File: src/rtl/bus_cycle_arbiter.sv
// Two-port round-robin arbiter driving 8086-style T1..T4 bus cycles.
// Inserts wait states on READY low and aborts on wait timeout.
module bus_cycle_arbiter #(
    parameter int ADDR_W       = 20,
    parameter int DATA_W       = 8,
    parameter int WAIT_TIMEOUT = 15
) (
    input  logic                  CLK,
    input  logic                  RESET_N,
    input  logic [1:0]            REQ,
    input  logic [1:0]            REQ_WR,
    input  logic [1:0]            REQ_IOM,
    input  logic [2*ADDR_W-1:0]   REQ_ADDR,
    input  logic [2*DATA_W-1:0]   REQ_WDATA,
    output logic [1:0]            GNT,
    output logic [1:0]            DONE,
    output logic                  ERR,
    output logic [DATA_W-1:0]     RDATA,
    output logic                  ALE,
    output logic [ADDR_W-1:0]     ADDR,
    output logic                  IOM,
    output logic                  RD_N,
    output logic                  WR_N,
    output logic [DATA_W-1:0]     DATA_OUT,
    output logic                  DATA_OE,
    input  logic [DATA_W-1:0]     DATA_IN,
    input  logic                  READY
);

    typedef enum logic [2:0] {
        S_IDLE, S_T1, S_T2, S_T3, S_TW, S_T4
    } state_t;

    localparam logic [7:0] WT = 8'(WAIT_TIMEOUT);

    state_t              state_q, state_d;
    logic [7:0]          wcnt_q, wcnt_d;
    logic                last_q, last_d;
    logic                sel_q, sel_d;
    logic                wr_q, wr_d;
    logic                iom_q, iom_d;
    logic [ADDR_W-1:0]   addr_q, addr_d;
    logic [DATA_W-1:0]   wdata_q, wdata_d;
    logic                to_q, to_d;
    logic [DATA_W-1:0]   rdata_q, rdata_d;
    logic                pick;
    logic                strobe;
    logic [1:0]          sel_oh;

    always_ff @(posedge CLK or negedge RESET_N) begin
        if (!RESET_N) begin
            state_q <= S_IDLE;
            wcnt_q  <= '0;
            last_q  <= 1'b1;
            sel_q   <= 1'b0;
            wr_q    <= 1'b0;
            iom_q   <= 1'b0;
            addr_q  <= '0;
            wdata_q <= '0;
            to_q    <= 1'b0;
            rdata_q <= '0;
        end else begin
            state_q <= state_d;
            wcnt_q  <= wcnt_d;
            last_q  <= last_d;
            sel_q   <= sel_d;
            wr_q    <= wr_d;
            iom_q   <= iom_d;
            addr_q  <= addr_d;
            wdata_q <= wdata_d;
            to_q    <= to_d;
            rdata_q <= rdata_d;
        end
    end

    always_comb begin
        state_d = state_q;
        wcnt_d  = wcnt_q;
        last_d  = last_q;
        sel_d   = sel_q;
        wr_d    = wr_q;
        iom_d   = iom_q;
        addr_d  = addr_q;
        wdata_d = wdata_q;
        to_d    = to_q;
        rdata_d = rdata_q;
        // On a tie the port not served last wins
        pick    = (REQ == 2'b11) ? ~last_q : REQ[1];
        unique case (state_q)
            S_IDLE: begin
                if (|REQ) begin
                    sel_d   = pick;
                    wr_d    = REQ_WR[pick];
                    iom_d   = REQ_IOM[pick];
                    addr_d  = pick ? REQ_ADDR[2*ADDR_W-1:ADDR_W]
                                   : REQ_ADDR[ADDR_W-1:0];
                    wdata_d = pick ? REQ_WDATA[2*DATA_W-1:DATA_W]
                                   : REQ_WDATA[DATA_W-1:0];
                    to_d    = 1'b0;
                    state_d = S_T1;
                end
            end
            S_T1: begin
                wcnt_d  = '0;
                state_d = S_T2;
            end
            S_T2: state_d = S_T3;
            S_T3: begin
                if (READY) begin
                    if (!wr_q) rdata_d = DATA_IN;
                    state_d = S_T4;
                end else begin
                    state_d = S_TW;
                end
            end
            S_TW: begin
                wcnt_d = wcnt_q + 8'd1;
                if (READY) begin
                    if (!wr_q) rdata_d = DATA_IN;
                    state_d = S_T4;
                end else if (wcnt_q + 8'd1 == WT) begin
                    if (!wr_q) rdata_d = '1;
                    to_d    = 1'b1;
                    state_d = S_T4;
                end
            end
            S_T4: begin
                last_d  = sel_q;
                state_d = S_IDLE;
            end
            default: state_d = S_IDLE;
        endcase
    end

    assign strobe   = (state_q == S_T2) || (state_q == S_T3)
                   || (state_q == S_TW);
    assign sel_oh   = sel_q ? 2'b10 : 2'b01;
    assign GNT      = (state_q != S_IDLE) ? sel_oh : 2'b00;
    assign DONE     = (state_q == S_T4) ? sel_oh : 2'b00;
    assign ERR      = (state_q == S_T4) && to_q;
    assign RDATA    = rdata_q;
    assign ALE      = (state_q == S_T1);
    assign ADDR     = addr_q;
    assign IOM      = iom_q;
    assign RD_N     = !(strobe && !wr_q);
    assign WR_N     = !(strobe && wr_q);
    assign DATA_OE  = strobe && wr_q;
    assign DATA_OUT = DATA_OE ? wdata_q : '0;

endmodule

File: config.mk
export PLATFORM = sky130hd
export DESIGN_NAME = bus_cycle_arbiter
export DESIGN_NICKNAME = d
export VERILOG_FILES = /design/src/rtl/bus_cycle_arbiter.sv
export SDC_FILE = /design/constraint.sdc
export NUM_CORES = 1
export LEC_CHECK = 0
export CAP_MARGIN = 0
export CORE_MARGIN = 4
export CORE_UTILIZATION = 40
export CTS_CLUSTER_SIZE = 24
export DETAILED_ROUTE_END_ITERATION = 8
export PLACE_DENSITY = 0.77
export SYNTH_ARGS = -nofsm -noshare
export SYNTH_HDL_FRONTEND = slang
export SYNTH_SLANG_ARGS = --single-unit
export TNS_END_PERCENT = 20
File: constraint.sdc
create_clock -name CLK -period 3.7 [get_ports CLK]
set_clock_uncertainty 0.05 [all_clocks]
set_input_delay 1.11 -clock CLK [delete_from_list [all_inputs] [get_ports CLK]]
set_output_delay 1.11 -clock CLK [all_outputs]
set_load 0.05 [all_outputs]
==> results.md <==
- The number of distinct library cells after synthesis is 40.
- The synthesized design spends more area on one cell type than any other, namely sky130_fd_sc_hd__dfrtp_1.
- Counting instances in the post-synthesis netlist gives the leading cell types as 51 x sky130_fd_sc_hd__dfrtp_1, 41 x sky130_fd_sc_hd__a21oi_1, 40 x sky130_fd_sc_hd__nor2_1.
- The die covers 7930 sq um.
- In this run, synthesis inferred 0 flip-flops with an integrated enable.
- The dominant delay contributor by cell family on the critical path is simple AND/OR/NAND/NOR gates.
- The standby leakage power is 1.62 nW.
- The number of global-route vias before repair came to 2,315.
- The worst setup path is captured at an output pin.
- The clock passes through at most 2 buffers.
- The worst register-to-register path has a depth of 4.
- Buffers placed on the I/O ports in this run total 118.
- The count of buffering cells on the critical path with inverters included is 1.
- The initial standard-cell utilization of the core is 41.4%.
- The critical path crosses 4 cells after its start point.
- The per-cell via count in the routed design is 5.13.
- The number of buffers inserted by hold repair at cts is 0.
- The count of warnings emitted by yosys is 0.
- The number of setup violations in the final report is 0.
- After routing, the total negative slack on setup checks comes to 0 ps.
- The critical path's slowest cell is sky130_fd_sc_hd__clkdlybuf4s50_1.
- In the routed design, unresolved DRC markers number 0.
- The post-layout net count is 457.
- The clock insertion delay at the later pin of the skew report is 300 ps.
- The register bit total from synthesis is 52.
- Clock-pin slew was measured on the worst setup and hold paths at 80 ps.
- The largest fanout on the critical path is 12.
- The proportion of layout cells with a drive suffix above 1 is 8.09%.
- The final worst-path cycle share is 97.4%.
- The overall routing resource usage is 16.8%.
- After the first detailed-routing iteration, the DRC count stood at 81.
- The peak ir drop on the vdd network is 0.539 mV.
- The number of nets in the synthesized netlist is 344.
- The kind of path behind the tightest hold check is reg2reg.
- From synthesis to final layout, the design area changed by 50.2%.
- The critical path launch point type is a flip-flop.
- The required time of the critical path is 2540 ps.
- The floorplan has 29 rows.
- TritonCTS built the clock tree.
- For the worst setup path, the data arrival time is 2440 ps.
- The floorplan die height is 89.1 microns.
- Entering global routing, the biggest net connects 35 pins.
- The count of pins over their slew limit is 0.
- The number of antenna violations at the first check in global routing is 0.
- After synthesis, the mean cell area works out to 9.77 sq um.
- The count of boundary I/O pins is 119.
- Summed over all layers, the global routing overflow is 0.
- The wire-length estimate of the detail-placed layout is 5280 microns.
- The number of iterations in the first detailed-routing pass is 4.
- sky130_fd_sc_hd__dfrtp_1 is the most common cell in the netlist.
- The normalized max-slew margin is 58.9%.
- Dividing the detail-routed wire length by the instance count gives 14.6 microns.
- Power comes to 0.00338 W.
- The total vias in the final route is 2,362.
- Among all flip-flop cells after synthesis, the most frequent one is sky130_fd_sc_hd__dfrtp_1.
- The final period demand of the worst path is 3600 ps.
- The critical path goes through nor3b_1 > a21oi_1 > or2_2 > clkdlybuf4s50_1.
- The power per cell area is 858 nW/um^2.
- The count of nets left with antenna violations once routing finished came out at 0.
- The worst hold path passes through 2 cells.
- The final weighted congestion in routability-driven placement is 0.778.
- The critical path in this run is classified as reg2out.
- At the pin with the least slew margin, the transition time is 617 ps.
- After clock tree synthesis, the repair step resized 0 gates.
- The portion of the post-synthesis area used by sequential elements is 49.6%.
- The core region area is 6350 sq um.
- After synthesis, the share of flip-flops with an asynchronous set or reset is 100%.
- Yosys attributes the largest share of cell area to sky130_fd_sc_hd__dfrtp_1 49%, sky130_fd_sc_hd__mux2i_1 11%, sky130_fd_sc_hd__a21oi_1 7.8%.
- Across the run, the number of max-cap violations was 0.
- Setup slack on the worst reg-to-reg path comes out at 1780 ps.
- The global-route wire length before repair is 10,500 microns.
- The clock buffer count from CTS is 5.
- From left edge to right edge, the die measures 89.1 microns.
- In this run the critical register-to-register path is launched from state_q[2].
- Setup repair after global routing left no endpoint under its margin.
- Summing every instance area after synthesis gives 2630 sq um.
- The most critical setup path has its startpoint at state_q[2].
- The top cell type's share of synthesized area is 48.6%.
- The worst min-delay path startpoint is ADDR[16].
- 0 antenna diodes ended up in the layout.
- Wires add up to 6720 microns.
- The flow ran to the end, and the final reports show no timing, DRC or antenna violations.
- The number of setup buffers added after CTS is 0.
- The cell chosen for the clock root is sky130_fd_sc_hd__clkbuf_8.
- Clock tree synthesis found a total of 52 sinks.
- The count of mapped cells out of synthesis is 269.
- The deepest level of the CTS H-tree is 2.
- On the worst path, the slowest cell contributes a delay of 700 ps.
- Static timing analysis puts the maximum clock frequency at 278 MHz.
- The final hold violation count is 0.
-- where the power goes --
part / switching (W) / leakage, nW / total (W) / internal (W)
sequential: 0.000178 / 0.600 / 0.000988 / 0.000810
combinational: 0.00134 / 0.978 / 0.00207 / 0.000731
clock: 0.000171 / 0.0455 / 0.000324 / 0.000153
total: 0.00169 / 1.62 / 0.00338 / 0.00169
-- sequential cells by signal (all words and copies together), names as in the netlist --
register  flops
ADDR         20
RDATA         8
last_q        1
wr_q          1
wdata_q       8
state_q       3
IOM           1
to_q          1
sel_q         1
wcnt_q        8
-- metal layers --
| metal | track usage [%] | vias to the layer above | share of wire, % | routed length [microns] |
|---|---|---|---|---|
| li1 | - | 1172 | - | - |
| met1 | 20.7 | 1096 | 41 | 2730 |
| met2 | 29.0 | 88 | 49 | 3300 |
| met3 | 4.61 | 6 | 9.2 | 617 |
| met4 | 4.60 | 0 | 0.94 | 63 |
| met5 | 0 | - | 0 | 0 |
-- final timing paths --
path / to
worst min register to register: ADDR[16]
worst min-delay path: ADDR[16]
worst max register to register: RDATA[7]
max in group asynchronous: last_q
min in group asynchronous: RDATA[6]
worst max-delay path: RD_N
-- kinds of logic (layout without fill, tap and decap cells) --
kind of cell | count (synthesis) | in the layout | synth area share, %
DFF | 52 | 52 | 49.6
xor gates and xnor gates | 4 | 4 | 1.33
and+or+nand+nor | 86 | 86 | 16.9
buffers and inverters | 23 | 137 | 4.52
adders and majority gates | 2 | 2 | 0.952
AOI/OAI and AO/OA | 72 | 72 | 15.3
muxes | 30 | 30 | 11.4
-- layout make-up --
type                            count  area, sq um
Multi-Input combinational cell    194         1220
Timing Repair Buffer              123         1220
Inverter                            6         22.5
Fill cell                         550         2400
Sequential cell                    52         1300
Tap cell                           77         96.3
Clock buffer                        8         90.1
-- placed cells by master, fill, tap and decap left out, types with 8 or more instances in the layout --
cell,synthesis,final
sky130_fd_sc_hd__nor3_1,10,10
sky130_fd_sc_hd__mux2i_1,30,30
sky130_fd_sc_hd__nand2_1,9,9
sky130_fd_sc_hd__o21ai_0,11,11
sky130_fd_sc_hd__nor2_1,40,40
sky130_fd_sc_hd__dfrtp_1,51,51
sky130_fd_sc_hd__buf_4,0,12
sky130_fd_sc_hd__o22ai_1,8,8
sky130_fd_sc_hd__clkdlybuf4s50_1,0,108
sky130_fd_sc_hd__a21oi_1,41,41
sky130_fd_sc_hd__and2_1,9,9
-- metrics by stage --
step	setup WS, ps	cells	hold slack (ps)	area [sq um]	utilization, %
finish	97.7	460	477	3950	62.1
global route	33.3	460	498	3950	62.1
CTS	135	460	485	3950	62.1
detailed placement	484	452	468	3860	60.7
global placement	562	452	449	3860	60.7
floorplan	760	269	431	2630	-
-- worst register-to-register path, cell delays in order, from the launching register on --
cell	delay (ps)
sky130_fd_sc_hd__dfrtp_1	550
sky130_fd_sc_hd__or3b_4	550
sky130_fd_sc_hd__a211o_1	420
sky130_fd_sc_hd__o22ai_1	200
sky130_fd_sc_hd__a21oi_1	50
(Power assumes the default switching activity.)
